### config.mk
export PLATFORM = sky130hd
export DESIGN_NAME = aska_bbm
export DESIGN_NICKNAME = d
export VERILOG_FILES = /design/src/rtl/aska_bbm.sv
export SDC_FILE = /design/constraint.sdc
export NUM_CORES = 1
export LEC_CHECK = 0
export CAP_MARGIN = 40
export CORE_MARGIN = 2
export CORE_UTILIZATION = 55
export CTS_CLUSTER_DIAMETER = 80
export DETAILED_ROUTE_END_ITERATION = 10
export PLACE_DENSITY = 0.87
export REMOVE_ABC_BUFFERS = 1
export SYNTH_ARGS = -nofsm -noshare
export SYNTH_HDL_FRONTEND = slang
export SYNTH_SLANG_ARGS = --single-unit
### constraint.sdc
create_clock -name clk -period 4.6 [get_ports clk]
set_clock_uncertainty 0.05 [all_clocks]
set_input_delay 0.92 -clock clk [delete_from_list [all_inputs] [get_ports clk]]
set_output_delay 0.92 -clock clk [all_outputs]
set_load 0.005 [all_outputs]
### src/rtl/aska_bbm.sv
// aska_bbm -- break-before-make sequencer for the stimulation H bridge.
// Holds the applied switch pattern and moves to a new request without ever
// closing a switch while its opposite-bank partner may still be closed.
// Optional build macro: ASKA_BBM_FAULT_EN. When defined, shoot-through
// requests latch a fault. When undefined, conflicting bit pairs are masked off.
module aska_bbm #(
    parameter int DEAD_W = 2
) (
    input  logic              clk,
    input  logic              resetn,
    input  logic [31:0]       up_req,
    input  logic [31:0]       down_req,
    input  logic [5:0]        dac_req,
    input  logic              pulse_active_in,
    input  logic [DEAD_W-1:0] dead_cycles,
    input  logic              clear_fault,
    output logic [31:0]       up_switches,
    output logic [31:0]       down_switches,
    output logic [5:0]        DAC,
    output logic              pulse_active,
    output logic              fault
);

`ifdef ASKA_BBM_FAULT_EN
    typedef enum logic [1:0] {STABLE, BREAK, FAULT} state_t;
`else
    typedef enum logic [1:0] {STABLE, BREAK} state_t;
`endif

    state_t            state, state_nxt;
    logic [31:0]       tgt_up, tgt_dn, tgt_up_nxt, tgt_dn_nxt;
    logic [31:0]       up_nxt, dn_nxt;
    logic [5:0]        dac_nxt;
    logic              pa_nxt, fault_nxt;
    logic [DEAD_W-1:0] cnt, cnt_nxt;

    logic [31:0] conflict;
    logic [31:0] req_up, req_dn;
    logic        chg_app, chg_tgt;

    assign conflict = up_req & down_req;

`ifdef ASKA_BBM_FAULT_EN
    logic shoot;
    assign shoot  = |conflict;
    assign req_up = up_req;
    assign req_dn = down_req;
`else
    // Conflicting pairs are simply dropped from both banks.
    logic unused_clear_fault;
    assign unused_clear_fault = clear_fault;
    assign req_up = up_req & ~conflict;
    assign req_dn = down_req & ~conflict;
`endif

    assign chg_app = (req_up != up_switches) || (req_dn != down_switches);
    assign chg_tgt = (req_up != tgt_up) || (req_dn != tgt_dn);

    // Next-state and next-output logic; every register defaults to hold.
    always_comb begin
        state_nxt  = state;
        up_nxt     = up_switches;
        dn_nxt     = down_switches;
        dac_nxt    = DAC;
        pa_nxt     = pulse_active;
        fault_nxt  = fault;
        tgt_up_nxt = tgt_up;
        tgt_dn_nxt = tgt_dn;
        cnt_nxt    = cnt;

        case (state)
            STABLE: begin
                tgt_up_nxt = req_up;
                tgt_dn_nxt = req_dn;
                if (chg_app && dead_cycles != '0) begin
                    // Open the switches that turn off; close nothing yet.
                    up_nxt    = up_switches & req_up;
                    dn_nxt    = down_switches & req_dn;
                    dac_nxt   = '0;
                    pa_nxt    = 1'b0;
                    cnt_nxt   = dead_cycles;
                    state_nxt = BREAK;
                end else begin
                    up_nxt  = req_up;
                    dn_nxt  = req_dn;
                    dac_nxt = dac_req;
                    pa_nxt  = pulse_active_in;
                end
            end
            BREAK: begin
                if (chg_tgt) begin
                    // Target moved: restart the dead time from the current setting.
                    tgt_up_nxt = req_up;
                    tgt_dn_nxt = req_dn;
                    if (dead_cycles == '0) begin
                        up_nxt    = req_up;
                        dn_nxt    = req_dn;
                        dac_nxt   = dac_req;
                        pa_nxt    = pulse_active_in;
                        cnt_nxt   = '0;
                        state_nxt = STABLE;
                    end else begin
                        up_nxt  = up_switches & req_up;
                        dn_nxt  = down_switches & req_dn;
                        cnt_nxt = dead_cycles;
                    end
                end else if (cnt <= DEAD_W'(1)) begin
                    up_nxt    = tgt_up;
                    dn_nxt    = tgt_dn;
                    dac_nxt   = dac_req;
                    pa_nxt    = pulse_active_in;
                    cnt_nxt   = '0;
                    state_nxt = STABLE;
                end else begin
                    cnt_nxt = cnt - DEAD_W'(1);
                end
            end
`ifdef ASKA_BBM_FAULT_EN
            FAULT: begin
                up_nxt  = '0;
                dn_nxt  = '0;
                dac_nxt = '0;
                pa_nxt  = 1'b0;
                if (clear_fault && !shoot) begin
                    fault_nxt  = 1'b0;
                    tgt_up_nxt = '0;
                    tgt_dn_nxt = '0;
                    state_nxt  = STABLE;
                end
            end
`endif
            default: begin
                state_nxt = STABLE;
            end
        endcase

`ifdef ASKA_BBM_FAULT_EN
        // Shoot-through overrides everything outside FAULT.
        if (state != FAULT && shoot) begin
            up_nxt     = '0;
            dn_nxt     = '0;
            dac_nxt    = '0;
            pa_nxt     = 1'b0;
            tgt_up_nxt = '0;
            tgt_dn_nxt = '0;
            cnt_nxt    = '0;
            fault_nxt  = 1'b1;
            state_nxt  = FAULT;
        end
`else
        fault_nxt = 1'b0;
`endif
    end

    // State and output registers; reset drops every switch open immediately.
    always_ff @(posedge clk or negedge resetn) begin
        if (!resetn) begin
            state         <= STABLE;
            up_switches   <= '0;
            down_switches <= '0;
            DAC           <= '0;
            pulse_active  <= 1'b0;
            fault         <= 1'b0;
            tgt_up        <= '0;
            tgt_dn        <= '0;
            cnt           <= '0;
        end else begin
            state         <= state_nxt;
            up_switches   <= up_nxt;
            down_switches <= dn_nxt;
            DAC           <= dac_nxt;
            pulse_active  <= pa_nxt;
            fault         <= fault_nxt;
            tgt_up        <= tgt_up_nxt;
            tgt_dn        <= tgt_dn_nxt;
            cnt           <= cnt_nxt;
        end
    end

endmodule
## Yosys cells after proc, flatten, opt, wreduce, memory -nomap -nowiden

Cells that the tools add are included.

- Add/sub/neg operators: 1
- Eq/ne operators: 9
- Divide/modulo/power cells: 0
- Reductions and logical operators: 12
- Shift-type cells: 0
- Bitwise gates (word level): 6
- Magnitude comparators: 1
- Multiplexer cells: 34
- $mul: 0

Operators with widths:

| operator | count |
|---|---|
| $mux 32 | 10 |
| $pmux 32 s2 | 4 |
| $and 32x32->32 | 5 |
| $ne 32x32->1 | 4 |
| $not 32->32 | 1 |
| $mux 6 | 4 |
| $mux 2 | 8 |
| $pmux 6 s2 | 1 |
| $pmux 2 s2 | 2 |
| $ne 3x3->1 const B | 2 |
| $reduce_and 2->1 | 3 |
| $reduce_and 3->1 | 2 |
| $logic_not 2->1 | 2 |
| $mux 1 | 4 |
| $ne 2x2->1 const B | 2 |
| $reduce_bool 2->1 | 2 |
| $eq 2x1->1 const B | 1 |
| $le 2x1->1 const B | 1 |
| $logic_or 1x1->1 | 2 |
| $pmux 1 s2 | 1 |
| $sub 2x1->2 const B | 1 |
| $logic_and 1x1->1 | 1 |

- Latch bits: 0
- Output and inout port bits: 72
- Memory bits (read-only): 0
- Logic and storage cells: 71
- Flip-flop bits (word level): 139
- Input bits: 76
- Memory bits (writable): 0
- Memories: 0

## Logic depth before layout (Yosys ltp)

- Depth after elaboration: 8
- Mapped depth: 11
- Gate-level depth less buffers: 9

## Worst setup path after synthesis

Ideal clock, no wire load.

- Kind: input to register
- From: input up_req[12]
- To: register up_switches[23]
- Cell stages on the path: 11
- Slack: 1,262 ps
- Arrival time: 3,167 ps
- Path through: nor2b_1 ha_1 nor4_1 nand4_1 or4_1 o21ai_2 buf_8 buf_8 mux2i_1 o22ai_1 o22a_1

- Longest elaborated chain between the ends: 8
- Elaborated cells between the ends (all ways): 16
- Classes of those cells: 5 x eq/ne; 3 x mux; 4 x bitwise; 4 x reduce/logical

Ends and longest elaborated chain:

| what | RTL line | source |
|---|---|---|
| from (decl) | 11 | `input logic [31:0] up_req,` |
| $and 32x32->32 | 41 | `assign conflict = up_req & down_req;` |
| $not 32->32 | 52, 53 |  |
| $and 32x32->32, on equally long branches | 52, 53 |  |
| $ne 32x32->1 | 56 | `assign chg_app = (req_up != up_switches) \|\| (req_dn != down_switches);` |
| $logic_or 1x1->1 | 56 |  |
| $logic_and 1x1->1 | 75 | `if (chg_app && dead_cycles != '0) begin` |
| $mux 32 | 75 |  |
| $pmux 32 s2 | 71 | `case (state)` |
| to (signal assigned) | 169 | `up_switches <= up_nxt;` |
| to (decl) | 17 | `output logic [31:0] up_switches,` |

Several ways; a longest one is shown, not always the timed one.
A chain may end at the register's enable or synchronous reset.

## Worst setup path after layout

- From: input up_req[26]
- To: register down_switches[9]

- Longest elaborated chain between the ends: 8
- Elaborated cells between the ends (all ways): 16
- Classes of those cells: 5 x eq/ne; 3 x mux; 4 x bitwise; 4 x reduce/logical

Ends and longest elaborated chain:

| what | RTL line | source |
|---|---|---|
| $and 32x32->32 | 41 |  |
| $not 32->32 | 52 | `assign req_up = up_req & ~conflict;` |
| $and 32x32->32 (*) | 52 |  |
| via req_up[26] | 38 | `logic [31:0] req_up, req_dn;` |
| $ne 32x32->1 | 56 |  |
| $logic_or 1x1->1 | 56 |  |
| $logic_and 1x1->1 | 75 |  |
| $mux 32 | 75 |  |
| $pmux 32 s2 | 71 |  |
| to (signal assigned) | 170 | `down_switches <= dn_nxt;` |
| to (decl) | 18 | `output logic [31:0] down_switches,` |

Mark *: on every way through the listed nets, which the timed path passes. The rest lies on a longest branch.

==> results.toml <==
[status]
status = "complete, no violations"

[cells_and_area]
utilization_pct = 68.7
layout_common_cells = "clkdlybuf4s50_1, dfrtp_1, nor2_1, mux2i_1, nor2b_1"
layout-drive-gt1-share_pct = 9.71
syn_to_final_growth_pct = 23.0
ff_latch_area_um2 = 3460
fillers = 1327
final_common_cell = "clkdlybuf4s50_1"
diodes = 0
multi_input_area_um2 = 5540
nNetsFinal = 1219

[critical_path]
worst_ep_arrival_time_ns = 4.29
r2r-end = "down_switches[9]"
reg2reg_slack_ns = 1.44
reg2reg_from = "up_switches[12]"
cp-startpoint = "up_req[26]"
setup.worst_path.end = "down_switches[9]"
crit_type = "in2reg"
crit_path_end_kind = "register"
start_kind = "input pin"
ff2ff_path_depth = 9
crit_fanout = 30
cp_data_required_time_ns = 4.88
crit_path_cell_trace = "clkdlybuf4s50_1 > nor2b_1 > ha_1 > nor4_1 > nand4_1 > or4_1 > o21ai_4 > buf_12 > mux2i_1 > o22ai_1 > o22a_1"
crit_slowest_cell = "or4_1"
max_stage_delay_ns = 0.62

[logic_synthesis]
synthFlopType = "dfrtp_1"
ys_async_sr_fraction_pct = 100
synth_simple_gate_area_share_pct = 18.5
ys_ff_latch = 138
synthCells = 921
synth_top_family_by_area = "simple AND/OR/NAND/NOR gates"
netlist_area_um2 = 9590
synth_edf_count = 0
synthMuxAreaShare_pct = 14.1
yosysSeqAreaShare_pct = 36.0
synth_cell_types = 47
synth_compound_area_share_pct = 11.2
ys_warn_count = 0
syn_avg_cell_area_um2 = 10.4
synthAdderAreaFrac_pct = 8.35
synthXorXnorAreaFrac_pct = 5.30

[cts]
cts-buffers-inserted = 17
cts_buffer_depth = 2
postCtsHoldBufs = 0
clock_sinks = 138
cts_root_buffer = "clkbuf_16"
h-tree-depth = 4
path_clk_slew_ns = 0.06
post_cts_buffers = 0
cts_resized = 0
cts_tree = "done"
clock_latency_ns = 0.44

[sta]
fin_hold_ws_ns = 0.469
relSlewSlack_pct = 43.7
hold_violations = 0
grt_setup_unrepaired = "no"
final-max-slew-violation-count = 0
fmax_mhz = 249
finalSetupViolCount = 0
tightest_slew_ns = 0.845
fin_crit_ns = 4.01
period_share_pct = 87.2

[die]
dieArea_um2 = 18500
start_util_pct = 55.8
die_h_um = 136
fp-row-count = 48
ioPinCount = 148
core_um2 = 17200
die_w_um = 136

[pwr]
powerDensity_nw_per_um2 = 348
vdd_ir_drop_max_uv = 333
p_leak_nw = 5.15

[detailed_routing]
routed_via_density = 5.99
wirelength_mm = 26.4
num_vias = 7894
drc = 0
drt_iter0_drc = 695
ant_nets = 0
drtPass1Iterations = 5
avgRoutedWirePerCell_um = 20.1

[global_route]
grt_max_degree = 79
grt_usage_pct = 29.2
overflow = 0
grt_pass1_wl_mm = 41.1
antenna_found_initial = 0
grt_pass1_vias = 7778

[placed_design]
dp_hpwl_mm = 17.8
routabilityCongestion = 0.827
numPortBuffers = 145

[job]
drv_cap = 0

[hold_path]
hold_class = "reg2reg"
stage by stage:
| stage | worst slack (ns) | total power, W | instances | TNS, ns | cell area [µm²] |
|---|---|---|---|---|---|
| detailed placement | 0.210 | 0.00268 | 1285 | 0 | 11200 |
| global route | 0.460 | 0.00427 | 1317 | 0 | 11800 |
| global placement | 0.314 | 0.00263 | 1284 | 0 | 11200 |
| finish | 0.590 | 0.00411 | 1317 | 0 | 11800 |
| floorplan | -1.19 | 0.00205 | 870 | -81.68 | 9010 |
| CTS | 0.654 | 0.00412 | 1317 | 0 | 11800 |
area by class of cell:
class,count,share of cell area (%)
Clock inverter,14,1.46
Sequential cell,138,29.3
Inverter,11,0.350
Clock buffer,18,3.64
Multi-Input combinational cell,721,46.9
Timing Repair Buffer,190,15.9
Tap cell,225,2.39
state kept, by name, summed over array words and instances (netlist names):
register       cells
cnt                2
down_switches     32
up_switches       32
tgt_dn            32
state              1
tgt_up            32
pulse_active       1
DAC                6
worst min-delay path by stage:
stage | from | endpoint | slack [ns] | depth (start not counted)
finish | DAC[1] | DAC[1] | 0.47 | 2
global placement | DAC[1] | DAC[1] | 0.46 | 2
CTS | DAC[1] | DAC[1] | 0.47 | 2
global route | DAC[1] | DAC[1] | 0.50 | 2
detailed placement | pulse_active | pulse_active | 0.46 | 2
floorplan | down_switches[0] | down_switches[0] | 0.46 | 1
cells in the mapped netlist (2+ instances only):
| cell | n | area (µm²) |
|---|---|---|
| inv_1 | 11 | 41.3 |
| buf_8 | 13 | 195 |
| o22ai_1 | 64 | 400 |
| xor2_1 | 18 | 158 |
| nand2b_1 | 2 | 12.5 |
| nor4_1 | 19 | 119 |
| nor2b_1 | 112 | 701 |
| o22a_1 | 64 | 561 |
| mux2i_1 | 135 | 1350 |
| buf_2 | 4 | 20.0 |
| nor2b_4 | 9 | 124 |
| buf_6 | 5 | 56.3 |
| nor3_1 | 2 | 10.0 |
| clkbuf_1 | 10 | 37.5 |
| a2bb2oi_1 | 2 | 17.5 |
| nand2_1 | 7 | 26.3 |
| clkbuf_8 | 10 | 138 |
| nand4_1 | 15 | 93.8 |
| and2b_2 | 4 | 35.0 |
| buf_4 | 2 | 15.0 |
| nor2_1 | 136 | 510 |
| ha_1 | 64 | 801 |
| nor4_2 | 3 | 37.5 |
| a21oi_1 | 3 | 15.0 |
| xnor2_1 | 40 | 350 |
| dfrtp_1 | 138 | 3450 |
| nor2b_2 | 2 | 17.5 |
| o21ai_0 | 4 | 20.0 |
| buf_12 | 5 | 100 |
logic make-up after synthesis:
kind of cell / count (synthesis)
simple gates: 320
compound gates: 143
flops: 138
mux: 135
fa+ha+maj: 64
buf+inv: 62
xor+xnor: 58
other cells: 1
worst max-delay path: cells and delay by family:
kind	cells	cell delay, ns
mux	1	0.25
buf+inv	2	0.82
fa+ha+maj	1	0.28
compound gates	3	0.44
simple gates	4	1.55
report_power, final:
group | leakage, nW | switching, W | internal, W | total (W)
clock | 0.279 | 0.000571 | 0.000855 | 0.00143
combinational | 3.05 | 0.000629 | 0.000586 | 0.00122
sequential | 1.82 | 0.000129 | 0.00134 | 0.00147
total | 5.15 | 0.00133 | 0.00278 | 0.00411
routing by layer:
metal  global-route usage, %  routed length, µm  vias to the layer above
li1                        -                  -                     3636
met1                    39.2              11100                     3865
met2                    47.0              12700                      338
met3                    4.85               1840                       55
met4                    11.7                754                        0
met5                       0                  0                        -
Note: power is estimated with default switching activity, not from simulation.
